<file path="src/rtl/iob_ext_mem_arbiter_if.sv">
`default_nettype none
// ============================================================================
// Module  : iob_ext_mem_arbiter_if
// Brief   : Requester and external-memory bundle of the two-requester arbiter.
// Rev     : 1.0
// ============================================================================
interface iob_ext_mem_arbiter_if #(
  parameter int ADDR_W = 16,
  parameter int DATA_W = 32
);
  logic                  r0_valid_i;
  logic [ADDR_W-1:0]     r0_addr_i;
  logic [DATA_W-1:0]     r0_wdata_i;
  logic [DATA_W/8-1:0]   r0_wstrb_i;
  logic                  r0_ready_o;
  logic                  r0_rvalid_o;
  logic [DATA_W-1:0]     r0_rdata_o;

  logic                  r1_valid_i;
  logic [ADDR_W-1:0]     r1_addr_i;
  logic [DATA_W-1:0]     r1_wdata_i;
  logic [DATA_W/8-1:0]   r1_wstrb_i;
  logic                  r1_ready_o;
  logic                  r1_rvalid_o;
  logic [DATA_W-1:0]     r1_rdata_o;

  logic                  ext_mem_r_en_o;
  logic [ADDR_W-1:0]     ext_mem_r_addr_o;
  logic [DATA_W-1:0]     ext_mem_r_data_i;
  logic [DATA_W/8-1:0]   ext_mem_w_strb_o;
  logic [ADDR_W-1:0]     ext_mem_w_addr_o;
  logic [DATA_W-1:0]     ext_mem_w_data_o;

  modport slave (
    input  r0_valid_i, r0_addr_i, r0_wdata_i, r0_wstrb_i,
    output r0_ready_o, r0_rvalid_o, r0_rdata_o,
    input  r1_valid_i, r1_addr_i, r1_wdata_i, r1_wstrb_i,
    output r1_ready_o, r1_rvalid_o, r1_rdata_o,
    output ext_mem_r_en_o, ext_mem_r_addr_o,
    input  ext_mem_r_data_i,
    output ext_mem_w_strb_o, ext_mem_w_addr_o, ext_mem_w_data_o
  );

  modport master (
    output r0_valid_i, r0_addr_i, r0_wdata_i, r0_wstrb_i,
    input  r0_ready_o, r0_rvalid_o, r0_rdata_o,
    output r1_valid_i, r1_addr_i, r1_wdata_i, r1_wstrb_i,
    input  r1_ready_o, r1_rvalid_o, r1_rdata_o,
    input  ext_mem_r_en_o, ext_mem_r_addr_o,
    output ext_mem_r_data_i,
    input  ext_mem_w_strb_o, ext_mem_w_addr_o, ext_mem_w_data_o
  );
endinterface
`default_nettype wire

</file>
<file path="src/rtl/iob_ext_mem_arbiter.sv">
`default_nettype none
// ============================================================================
// Module  : iob_ext_mem_arbiter
// Brief   : Independent round-robin read/write port arbitration of one
//           two-port RAM between two requesters, with read-after-write stall.
// Rev     : 1.0
// ============================================================================
module iob_ext_mem_arbiter #(
  parameter int ADDR_W       = 16,
  parameter int DATA_W       = 32,
  parameter int HAZARD_STALL = 1
) (
  input  wire logic             clk_i,
  input  wire logic             arst_n_i,
  input  wire logic             cke_i,
  iob_ext_mem_arbiter_if.slave  bus
);

  logic              w_rd0, w_rd1, w_wr0, w_wr1;
  logic              w_rd_req, w_rd_idx, w_rd_gnt, w_hazard;
  logic              w_wr_gnt, w_wr_idx;
  logic [ADDR_W-1:0] w_rd_addr, w_wr_addr;

  logic r_rd_ptr, r_wr_ptr, r_rd_pend, r_rd_owner;

  assign w_rd0 = cke_i & bus.r0_valid_i & (bus.r0_wstrb_i == '0);
  assign w_rd1 = cke_i & bus.r1_valid_i & (bus.r1_wstrb_i == '0);
  assign w_wr0 = cke_i & bus.r0_valid_i & (bus.r0_wstrb_i != '0);
  assign w_wr1 = cke_i & bus.r1_valid_i & (bus.r1_wstrb_i != '0);

  // With a single candidate the index is simply whether it is requester 1.
  assign w_rd_req = w_rd0 | w_rd1;
  assign w_rd_idx = (w_rd0 & w_rd1) ? r_rd_ptr : w_rd1;
  assign w_wr_gnt = w_wr0 | w_wr1;
  assign w_wr_idx = (w_wr0 & w_wr1) ? r_wr_ptr : w_wr1;

  assign w_rd_addr = w_rd_idx ? bus.r1_addr_i : bus.r0_addr_i;
  assign w_wr_addr = w_wr_idx ? bus.r1_addr_i : bus.r0_addr_i;

  // The RAM read port returns pre-write data, so a colliding read waits a cycle.
  assign w_hazard = (HAZARD_STALL != 0) && w_rd_req && w_wr_gnt && (w_rd_addr == w_wr_addr);
  assign w_rd_gnt = w_rd_req & ~w_hazard;

  always_comb begin
    bus.r0_ready_o       = (w_rd_gnt & ~w_rd_idx) | (w_wr_gnt & ~w_wr_idx);
    bus.r1_ready_o       = (w_rd_gnt &  w_rd_idx) | (w_wr_gnt &  w_wr_idx);

    bus.ext_mem_r_en_o   = w_rd_gnt;
    bus.ext_mem_r_addr_o = '0;
    if (w_rd_gnt) bus.ext_mem_r_addr_o = w_rd_addr;

    bus.ext_mem_w_strb_o = '0;
    bus.ext_mem_w_addr_o = '0;
    bus.ext_mem_w_data_o = '0;
    if (w_wr_gnt) begin
      bus.ext_mem_w_strb_o = w_wr_idx ? bus.r1_wstrb_i : bus.r0_wstrb_i;
      bus.ext_mem_w_addr_o = w_wr_addr;
      bus.ext_mem_w_data_o = w_wr_idx ? bus.r1_wdata_i : bus.r0_wdata_i;
    end

    bus.r0_rvalid_o = r_rd_pend & ~r_rd_owner;
    bus.r1_rvalid_o = r_rd_pend &  r_rd_owner;
    bus.r0_rdata_o  = '0;
    bus.r1_rdata_o  = '0;
    if (bus.r0_rvalid_o) bus.r0_rdata_o = bus.ext_mem_r_data_i;
    if (bus.r1_rvalid_o) bus.r1_rdata_o = bus.ext_mem_r_data_i;
  end

  always_ff @(posedge clk_i or negedge arst_n_i) begin
    if (!arst_n_i) begin
      r_rd_ptr   <= 1'b0;
      r_wr_ptr   <= 1'b0;
      r_rd_pend  <= 1'b0;
      r_rd_owner <= 1'b0;
    end else if (cke_i) begin
      r_rd_pend <= w_rd_gnt;
      if (w_rd_gnt) begin
        r_rd_ptr   <= ~w_rd_idx;
        r_rd_owner <= w_rd_idx;
      end
      if (w_wr_gnt) r_wr_ptr <= ~w_wr_idx;
    end
  end

endmodule
`default_nettype wire

</file>
<file path="src/flat_wrapper.sv">
// flat-port wrapper written by rule: the top's interface ports become plain ports
module iob_ext_mem_arbiter_flat 
#(
  parameter int ADDR_W       = 16,
  parameter int DATA_W       = 32,
  parameter int HAZARD_STALL = 1
)
  (clk_i, arst_n_i, cke_i, bus_r0_valid_i, bus_r0_addr_i, bus_r0_wdata_i, bus_r0_wstrb_i, bus_r0_ready_o, bus_r0_rvalid_o, bus_r0_rdata_o, bus_r1_valid_i, bus_r1_addr_i, bus_r1_wdata_i, bus_r1_wstrb_i, bus_r1_ready_o, bus_r1_rvalid_o, bus_r1_rdata_o, bus_ext_mem_r_en_o, bus_ext_mem_r_addr_o, bus_ext_mem_r_data_i, bus_ext_mem_w_strb_o, bus_ext_mem_w_addr_o, bus_ext_mem_w_data_o);
  iob_ext_mem_arbiter_if #(.ADDR_W(ADDR_W), .DATA_W(DATA_W)) bus_i ();
  input  wire logic clk_i;
  input  wire logic arst_n_i;
  input  wire logic cke_i;
  input wire logic [$bits(bus_i.r0_valid_i)-1:0] bus_r0_valid_i;
  input wire logic [$bits(bus_i.r0_addr_i)-1:0] bus_r0_addr_i;
  input wire logic [$bits(bus_i.r0_wdata_i)-1:0] bus_r0_wdata_i;
  input wire logic [$bits(bus_i.r0_wstrb_i)-1:0] bus_r0_wstrb_i;
  output wire logic [$bits(bus_i.r0_ready_o)-1:0] bus_r0_ready_o;
  output wire logic [$bits(bus_i.r0_rvalid_o)-1:0] bus_r0_rvalid_o;
  output wire logic [$bits(bus_i.r0_rdata_o)-1:0] bus_r0_rdata_o;
  input wire logic [$bits(bus_i.r1_valid_i)-1:0] bus_r1_valid_i;
  input wire logic [$bits(bus_i.r1_addr_i)-1:0] bus_r1_addr_i;
  input wire logic [$bits(bus_i.r1_wdata_i)-1:0] bus_r1_wdata_i;
  input wire logic [$bits(bus_i.r1_wstrb_i)-1:0] bus_r1_wstrb_i;
  output wire logic [$bits(bus_i.r1_ready_o)-1:0] bus_r1_ready_o;
  output wire logic [$bits(bus_i.r1_rvalid_o)-1:0] bus_r1_rvalid_o;
  output wire logic [$bits(bus_i.r1_rdata_o)-1:0] bus_r1_rdata_o;
  output wire logic [$bits(bus_i.ext_mem_r_en_o)-1:0] bus_ext_mem_r_en_o;
  output wire logic [$bits(bus_i.ext_mem_r_addr_o)-1:0] bus_ext_mem_r_addr_o;
  input wire logic [$bits(bus_i.ext_mem_r_data_i)-1:0] bus_ext_mem_r_data_i;
  output wire logic [$bits(bus_i.ext_mem_w_strb_o)-1:0] bus_ext_mem_w_strb_o;
  output wire logic [$bits(bus_i.ext_mem_w_addr_o)-1:0] bus_ext_mem_w_addr_o;
  output wire logic [$bits(bus_i.ext_mem_w_data_o)-1:0] bus_ext_mem_w_data_o;
  assign bus_i.r0_valid_i = bus_r0_valid_i;
  assign bus_i.r0_addr_i = bus_r0_addr_i;
  assign bus_i.r0_wdata_i = bus_r0_wdata_i;
  assign bus_i.r0_wstrb_i = bus_r0_wstrb_i;
  assign bus_r0_ready_o = bus_i.r0_ready_o;
  assign bus_r0_rvalid_o = bus_i.r0_rvalid_o;
  assign bus_r0_rdata_o = bus_i.r0_rdata_o;
  assign bus_i.r1_valid_i = bus_r1_valid_i;
  assign bus_i.r1_addr_i = bus_r1_addr_i;
  assign bus_i.r1_wdata_i = bus_r1_wdata_i;
  assign bus_i.r1_wstrb_i = bus_r1_wstrb_i;
  assign bus_r1_ready_o = bus_i.r1_ready_o;
  assign bus_r1_rvalid_o = bus_i.r1_rvalid_o;
  assign bus_r1_rdata_o = bus_i.r1_rdata_o;
  assign bus_ext_mem_r_en_o = bus_i.ext_mem_r_en_o;
  assign bus_ext_mem_r_addr_o = bus_i.ext_mem_r_addr_o;
  assign bus_i.ext_mem_r_data_i = bus_ext_mem_r_data_i;
  assign bus_ext_mem_w_strb_o = bus_i.ext_mem_w_strb_o;
  assign bus_ext_mem_w_addr_o = bus_i.ext_mem_w_addr_o;
  assign bus_ext_mem_w_data_o = bus_i.ext_mem_w_data_o;
  iob_ext_mem_arbiter #(.ADDR_W(ADDR_W), .DATA_W(DATA_W), .HAZARD_STALL(HAZARD_STALL)) u_core (.clk_i(clk_i), .arst_n_i(arst_n_i), .cke_i(cke_i), .bus(bus_i));
endmodule
</file>
<file path="config.mk">
export PLATFORM = sky130hd
export DESIGN_NAME = iob_ext_mem_arbiter_flat
export DESIGN_NICKNAME = d
export VERILOG_FILES = /design/src/rtl/iob_ext_mem_arbiter_if.sv /design/src/rtl/iob_ext_mem_arbiter.sv /design/src/flat_wrapper.sv
export SDC_FILE = /design/constraint.sdc
export NUM_CORES = 1
export LEC_CHECK = 0
export ABC_AREA = 1
export CAP_MARGIN = 5
export CORE_AREA = 2 2 108 110
export DETAILED_ROUTE_END_ITERATION = 10
export DIE_AREA = 0 0 110 112
export PLACE_DENSITY_LB_ADDON = 0.08
export SYNTH_ARGS = -nofsm -noshare
export SYNTH_HDL_FRONTEND = slang
export SYNTH_SLANG_ARGS = --single-unit
</file>
<file path="constraint.sdc">
create_clock -name clk_i -period 3.1 [get_ports clk_i]
set_input_delay 0.62 -clock clk_i [delete_from_list [all_inputs] [get_ports clk_i]]
set_output_delay 0.62 -clock clk_i [all_outputs]
set_load 0.01 [all_outputs]
</file>
* After elaboration in Yosys (flattened, before gate mapping)
Index checks and enable logic that the tools add are counted.
** Cells by class
- Eq/ne operators :: 1
- Mux-type cells :: 12
- Bitwise logic cells :: 23
- Reduce and logical (&&, ||, !) cells :: 8
** Operator list (count)
- $mux W32 :: 4
- $mux W16 :: 4
- $eq A16 B16 Y1 :: 1
- $and A1 B1 Y1 :: 15
- $logic_not A4 Y1 :: 2
- $mux W4 :: 2
- $reduce_bool A4 Y1 :: 2
- $not A1 Y1 :: 4
- $or A1 B1 Y1 :: 4
- $reduce_and A2 Y1 :: 2
- $logic_and A1 B1 Y1 :: 2
- $mux W1 :: 2
** Storage, ports and cells
- Bits in registers :: 4
- Output and inout bits :: 137

* Depth between registers and ports, before layout
Gate-level depths: netlist of the first run.
- Depth after elaboration :: 11
- Mapped depth :: 16

* Least setup slack after synthesis of the first run
OpenSTA, ideal clock, no wires.
- Path type :: input-to-output
- From :: input port bus_r1_wstrb_i[0]
- To :: output port bus_ext_mem_r_addr_o[10]
- Data arrival time :: 2.085 ns
- Data required time :: 2.480 ns
- Path slack :: 0.395 ns
- Cell stages on the path :: 15
- Path through :: nor2_2 > nand2_1 > nor2_2 > buf_2 > nand3_1 > nand2_1 > nand2_1 > nand2_1 > nor2_1 > nand3_1 > nor2_1 > nand2_2 > nand2_4 > buf_6 > nor2_1
** Between the ends
- Cells in the longest elaborated chain, start to end :: 10
- Elaborated cells on any way between the ends :: 18
- Those cells by class :: 1 x eq/ne; 5 x mux; 8 x bitwise; 4 x reduce/logical
** RTL lines
- from (decl) :: line flat_wrapper.sv:23 : input wire logic [$bits(bus_i.r1_wstrb_i)-1:0] bus_r1_wstrb_i;
- $logic_not A4 Y1 / $reduce_bool A4 Y1 (equally long branches) :: line iob_ext_mem_arbiter.sv:27, iob_ext_mem_arbiter.sv:29
- $and A1 B1 Y1 (on tied branches) :: line iob_ext_mem_arbiter.sv:27, iob_ext_mem_arbiter.sv:29
- $and A1 B1 Y1 (on tied branches) :: line iob_ext_mem_arbiter.sv:33, iob_ext_mem_arbiter.sv:35
- $mux W1 (on tied branches) :: line iob_ext_mem_arbiter.sv:33, iob_ext_mem_arbiter.sv:35
- $mux W16 (on tied branches) :: line iob_ext_mem_arbiter.sv:37, iob_ext_mem_arbiter.sv:38
- $eq A16 B16 Y1 :: line iob_ext_mem_arbiter.sv:41 : assign w_hazard = (HAZARD_STALL != 0) && w_rd_req && w_wr_gnt && (w_rd_addr == w_wr_addr);
- $logic_and A1 B1 Y1 :: line iob_ext_mem_arbiter.sv:41
- $not A1 Y1 :: line iob_ext_mem_arbiter.sv:42 : assign w_rd_gnt = w_rd_req & ~w_hazard;
- $and A1 B1 Y1 :: line iob_ext_mem_arbiter.sv:42
- $mux W16 * :: line iob_ext_mem_arbiter.sv:50 : if (w_rd_gnt) bus.ext_mem_r_addr_o = w_rd_addr;
- to (decl) :: line flat_wrapper.sv:28 : output wire logic [$bits(bus_i.ext_mem_r_addr_o)-1:0] bus_ext_mem_r_addr_o;
Every way passes the cells marked *; elsewhere a longest branch is shown, timed or not.

* Worst setup path after layout of the first run
- From :: input port bus_r1_wstrb_i[2]
- To :: output port bus_ext_mem_r_addr_o[10]
Same word-level chain as after synthesis.

==> results of run 1 <==
==> critical path, cell delays in order <==
cell	delay [ns]
buf_8	0.08
nor2_4	0.04
buf_6	0.11
a21oi_4	0.23
nand2_8	0.11
buf_12	0.15
buf_16	0.13
nand2_2	0.07
o21ai_2	0.06
nand2_1	0.08
nand2_1	0.06
nor2_1	0.09
nand2_1	0.10
nor2_4	0.14
nand2_4	0.12
nand2_4	0.13
buf_6	0.12
nor2_1	0.03
buf_2	0.13
==> layer usage <==
metal  wire length, um  vias up  global-route usage
met5                 0        -                   0
met4               263        0              0.0481
met3              1310       24              0.0480
met2              7650      219               0.430
met1              5160     2163               0.234
li1                  -     2370                   -
==> repair_timing <==
item,in CTS,in global routing
setup buffers,28,2
gates resized for setup,233,71
endpoints found under the setup margin,71,53
cloned,10,2
hold endpoints to repair,0,0
pin swaps,38,27
==> worst paths after layout <==
kind,from,end,depth (start not counted)
setup / recovery,bus_r1_wstrb_i[2],bus_ext_mem_r_addr_o[10],19
hold / removal,u_core.r_rd_owner$_DFFE_PN0P_,u_core.r_rd_owner$_DFFE_PN0P_,2
setup reg to reg,u_core.r_rd_ptr$_DFFE_PN0P_,u_core.r_rd_ptr$_DFFE_PN0P_,19
hold reg to reg,u_core.r_rd_owner$_DFFE_PN0P_,u_core.r_rd_owner$_DFFE_PN0P_,2
max in group asynchronous,arst_n_i,u_core.r_wr_ptr$_DFFE_PN0P_,1
min in group asynchronous,arst_n_i,u_core.r_rd_owner$_DFFE_PN0P_,1
==> cell families (layout without fill, tap and decap cells) <==
| family | after synthesis | in the layout | synth area share |
|---|---|---|---|
| AND/OR/NAND/NOR | 385 | 387 | 0.677 |
| AO/OA/AOI/OAI | 41 | 41 | 0.0900 |
| buffers and inverters | 111 | 456 | 0.192 |
| flip-flops | 4 | 4 | 0.0414 |
==> synthesized netlist by cell type <==
cell	count	area (um^2)
nand2_1	168	631
nor2_1	108	405
nand3_1	92	460
inv_1	71	267
o21ai_1	24	120
clkbuf_1	20	75.1
o21ai_0	12	60.1
buf_2	5	25.0
inv_2	5	18.8
nor2_2	5	31.3
buf_6	4	45.0
dfrtp_1	4	100
buf_1	3	11.3
buf_4	3	22.5
nand2_2	3	18.8
nand2_4	3	33.8
nand3b_1	2	15.0
o21ai_2	2	17.5
a21oi_1	1	5.00
a21oi_2	1	8.76
and3_1	1	6.26
nand3_4	1	17.5
nand4_1	1	6.26
nand4_2	1	12.5
o22ai_1	1	6.26
==> final cells by class <==
| cell class | instances | area [um^2] |
|---|---|---|
| clock buffer | 3 | 75.1 |
| fill | 1068 | 4520 |
| inverter | 76 | 288 |
| multi-input combinational | 428 | 2200 |
| sequential | 4 | 100 |
| tap | 143 | 179 |
| timing repair buffer | 377 | 3810 |
==> sequential cells by signal (all words and copies together), names as in the netlist <==
| register | cells |
|---|---|
| u_core.r_rd_owner | 1 |
| u_core.r_rd_pend | 1 |
| u_core.r_rd_ptr | 1 |
| u_core.r_wr_ptr | 1 |
==> metrics by stage <==
step / std cells / utilization
after detailed placement: 986 / 0.510
after global routing: 1031 / 0.595
after global placement: 986 / 0.510
after floorplan: 541 / -
after CTS: 1027 / 0.569
final: 1031 / 0.595
==> where the power goes <==
group | total [mW] | switching (mW) | internal, mW | leakage [nW]
registers | 0.0628 | 0.00315 | 0.0597 | 0.0518
clock network | 0.201 | 0.0366 | 0.165 | 0.0370
logic | 0.843 | 0.378 | 0.465 | 3.53
==> reports/qor.yml, run 1 <==
cts-htree-levels: 1
first_iter_violations: 166
vias: 4776
syn_nets: 682
gp_congestion: 0.850
drc_errors: 0
relSlewSlack: 0.773
numCtsBuffers: 3
synthCells: 541
clk_pin_slew_ns: 0.03
worstPathMaxFanout: 5
skew_ns: 0.00225
die_w_um: 110
pre_cts_slack_ns: -0.803
fin_total_pwr_mw: 1.11
hold_class: "reg2reg"
tightest_slew_ns: 0.341
hold_viol: 0
power_leakage_nw: 3.62
finalInstanceArea_um2: 6650
seq_area_frac_synth: 0.0414
most-common-layout-cells: "clkdlybuf4s50_1 (213), nand2_1 (147), nor2_1 (94)"
whs_ns: 0.498
nets: 1031
slew_viol_final: 0
ir_drop_v: 0.000159
fp-row-count: 39
crit_required_ns: 2.48
synth_seq_cells: 4
port_buffers: 277
drive_gt1_frac: 0.240
final_common_cell: "clkdlybuf4s50_1"
dieArea_um2: 12300
grt_max_degree: 38
clockBufferDepth: 2
areaGrowthSynthToFinish_pct: 175
grt_pass1_wl_mm: 22.2
antenna_found_initial: 0
critPathArrivalTime_ns: 2.61
max_cap_viol_count: 0
die_h_um: 112
n_antenna_cell: 0
max_freq_mhz: 310
dp_hpwl_mm: 10.6
ys_warn_count: 0
grt_pass1_vias: 4663
groute.usage.overall: 0.220
violations: "negative setup slack"
rsz0062_at_grt: "yes"
drtPass1Iterations: 6
crit_type: "in2out"
fin_ws_ns: -0.130
netlist_area_um2: 2420
synth_area_per_cell_um2: 4.47
synth_cell_types: 25
cp-end-kind: "output port"
setup_viol: 19
ios: 278
dpl_cell_area_um2: 5700
cts_tree: "yes"
overflow: 0
tns_ns: -1.77
ant_nets: 0
via_per_inst: 4.63
cts_hold_buf: 0
power.density_nw_per_um2: 166
start_util: 0.217
period_needed_ns: 3.23
drt-total-wl_mm: 14.4
cts_root_buffer: "clkbuf_16"
cts.sinks: 4
status: "finished, violations left"
wl_per_cell_um: 13.9
reg2reg_slack_ns: 0.74
insertion_delay_ns: 0.22
start_kind: "input pin"
period_share: 1.04
core_area_um2: 11200
Note: power is estimated with default switching activity, not from simulation.
==> inputs of run 2 (changes only) <==
--- a/config.mk
+++ b/config.mk
@@ -10,7 +10,9 @@
 export CORE_AREA = 2 2 108 110
 export DETAILED_ROUTE_END_ITERATION = 10
 export DIE_AREA = 0 0 110 112
+export MAX_ROUTING_LAYER = met4
 export PLACE_DENSITY_LB_ADDON = 0.08
+export SKIP_CTS_REPAIR_TIMING = 1
 export SYNTH_ARGS = -nofsm -noshare
 export SYNTH_HDL_FRONTEND = slang
 export SYNTH_SLANG_ARGS = --single-unit
==> run 2 against run 1 <==
The run still ends with negative setup slack left. Final area decreased by 2.7%. Global-route usage decreased by 2.3 points. Critical path depth unchanged. Clock skew about the same. Combinational power about the same.
==> reports/qor.yml, run 2 (synthesized netlist as in run 1, its figures left out) <==
whs_ns: 0.485  # -0.0129 ns
clockBufferDepth: 2  # unchanged
critPathSlowestCell: "clkbuf_16"
drtPass1Iterations: 4  # -2
port_buffers: 277  # unchanged
dieArea_um2: 12300  # unchanged
wl_met3_mm: 1.21  # -7.5%
tns_ns: -2.28  # -0.506 ns
dp_hpwl_mm: 10.6  # unchanged
drive_gt1_frac: 0.205  # -0.0348
violations: "negative setup slack"
nets: 1011  # -1.9%
areaGrowthSynthToFinish_pct: 168
final_common_cell: "clkdlybuf4s50_1"
via_per_inst: 4.65  # +0.31%
setup_viol: 18  # -1
tightest_slew_ns: 0.344  # +0.00295 ns
core_area_um2: 11200  # unchanged
fin_ws_ns: -0.159  # -0.0295 ns
crit_start: "bus_r1_wstrb_i[3]"
fin_total_pwr_mw: 1.11  # +0.26%
grt_pass1_vias: 4239  # -9.1%
n_fill_cell: 1093  # +2.3%
ir_drop_v: 0.000165  # +3.7%
ant_nets: 0  # unchanged
ios: 278  # unchanged
grt_pass1_wl_mm: 19.4  # -13%
critical-path-max-stage-delay_ns: 0.18  # -0.05 ns
rr_startpoint: "u_core.r_rd_ptr$_DFFE_PN0P_"
start_util: 0.217  # unchanged
hold_class: "reg2reg"
die_w_um: 110  # unchanged
cp.depth: 19  # unchanged
insertion_delay_ns: 0.22  # about the same
drc_errors: 0  # unchanged
power_leakage_nw: 3.48  # -3.8%
skew_ns: 0.00201  # -0.000234 ns
drt-total-wl_mm: 14.3  # -0.47%
start_kind: "input pin"
highest_layer: "met4"
max_freq_mhz: 307  # -0.90%
status: "finished, violations left"
vias: 4698  # -1.6%
worstPathMaxFanout: 7  # +2
cp_cell_sequence: "buf_6, nor2_4, buf_6, a21oi_4, buf_12, nand2_8, clkbuf_16, nand2_4, nand2_2, nand2_1, nand2_1, nor2_1, nand3_2, nor2_2, nand2_2, nand2_8, clkbuf_16, nor2_1, buf_2"
cts_tree: "yes"
r2r_cells: 16  # -3
routed-wl-met2_mm: 7.70  # +0.60%
gp_congestion: 0.863  # +1.6%
fp-row-count: 39  # unchanged
crit_required_ns: 2.48  # about the same
relSlewSlack: 0.771  # -0.00196
placed_cells: 986  # unchanged
max_cap_viol_count: 0  # unchanged
pre_cts_slack_ns: -0.803  # unchanged
critPathArrivalTime_ns: 2.64  # +0.03 ns
cp-end-kind: "output port"
grt_max_degree: 38  # unchanged
period_needed_ns: 3.26  # +0.0295 ns
wl_met1_mm: 5.24  # +1.7%
die_h_um: 112  # unchanged
holdPathStages: 2  # unchanged
cts.sinks: 4  # unchanged
crit_type: "in2out"
cts-htree-levels: 1  # unchanged
critical-path-top-delay-family: "simple AND/OR/NAND/NOR gates"
finalInstanceArea_um2: 6470  # -2.7%
reg2reg_slack_ns: 0.96  # +0.22 ns
clk_pin_slew_ns: 0.03  # about the same
dpl_cell_area_um2: 5700  # unchanged
power.density_nw_per_um2: 171  # +3.0%
wl_per_cell_um: 14.2  # +1.5%
rsz0062_at_grt: "yes"
fin_util: 0.579  # -0.0160
n_antenna_cell: 0  # unchanged
finalNonFillerCells: 1011  # -1.9%
path_buf_inv: 6  # unchanged
period_share: 1.05  # +0.00951
most-common-layout-cells: "clkdlybuf4s50_1 (231), nand2_1 (149), nor2_1 (97)"
first_iter_violations: 160  # -3.6%
cts_root_buffer: "clkbuf_16"
hold_start: "u_core.r_rd_ptr$_DFFE_PN0P_"
numCtsBuffers: 3  # unchanged
antenna_found_initial: 0  # unchanged
overflow: 0  # unchanged
groute.usage.overall: 0.198  # -0.0227
slew_viol_final: 0  # unchanged
hold_viol: 0  # unchanged
-- run 2: changes by cell type in the layout (fill, tap and decap cells not counted), moves of 5 or more --
cell	change
buf_2	-13
buf_4	-5
buf_6	-16
clkbuf_16	+8
clkbuf_2	+10
clkdlybuf4s50_1	+18
dlygate4sd2_1	-18
o21ai_0	+5
o21ai_2	-8
-- run 2: routing by layer --
layer / global-route usage / vias to the layer above
met2: 0.375 / 223
met3: 0.0363 / 12
met1: 0.207 / 2133
met5: - / -
li1: - / 2330
met4: 0.0422 / 0
-- run 2: area by class of cell --
type,count,area (um^2),share of cell area
Clock buffer,3,75.1,0.0116
Tap cell,143,179,0.0276
Inverter,76,288,0.0445
Sequential cell,4,100,0.0155
Multi-Input combinational cell,427,2140,0.331
Timing Repair Buffer,358,3690,0.570
-- run 2: worst paths after layout --
kind / to
worst max-delay path: bus_ext_mem_r_addr_o[14]
worst min-delay path: u_core.r_rd_ptr$_DFFE_PN0P_
worst max register to register: u_core.r_rd_pend$_DFFE_PN0P_
worst min register to register: u_core.r_rd_ptr$_DFFE_PN0P_
max in group asynchronous: u_core.r_wr_ptr$_DFFE_PN0P_
min in group asynchronous: u_core.r_rd_owner$_DFFE_PN0P_
-- run 2: power by group --
| group | internal, mW | switching [mW] | total (mW) | leakage (nW) |
|---|---|---|---|---|
| sequential | 0.0597 | 0.00346 | 0.0632 | 0.0518 |
| clock | 0.165 | 0.0366 | 0.201 | 0.0370 |
| combinational | 0.473 | 0.372 | 0.845 | 3.39 |
-- run 2: worst reg2reg max path, delay by kind of cell, from the launching register on --
family / cells / cell delay (ns)
AO/OA/AOI/OAI: 1 / 0.08
buffers and inverters: 4 / 0.40
flip-flops: 1 / 0.37
AND/OR/NAND/NOR: 11 / 1.16
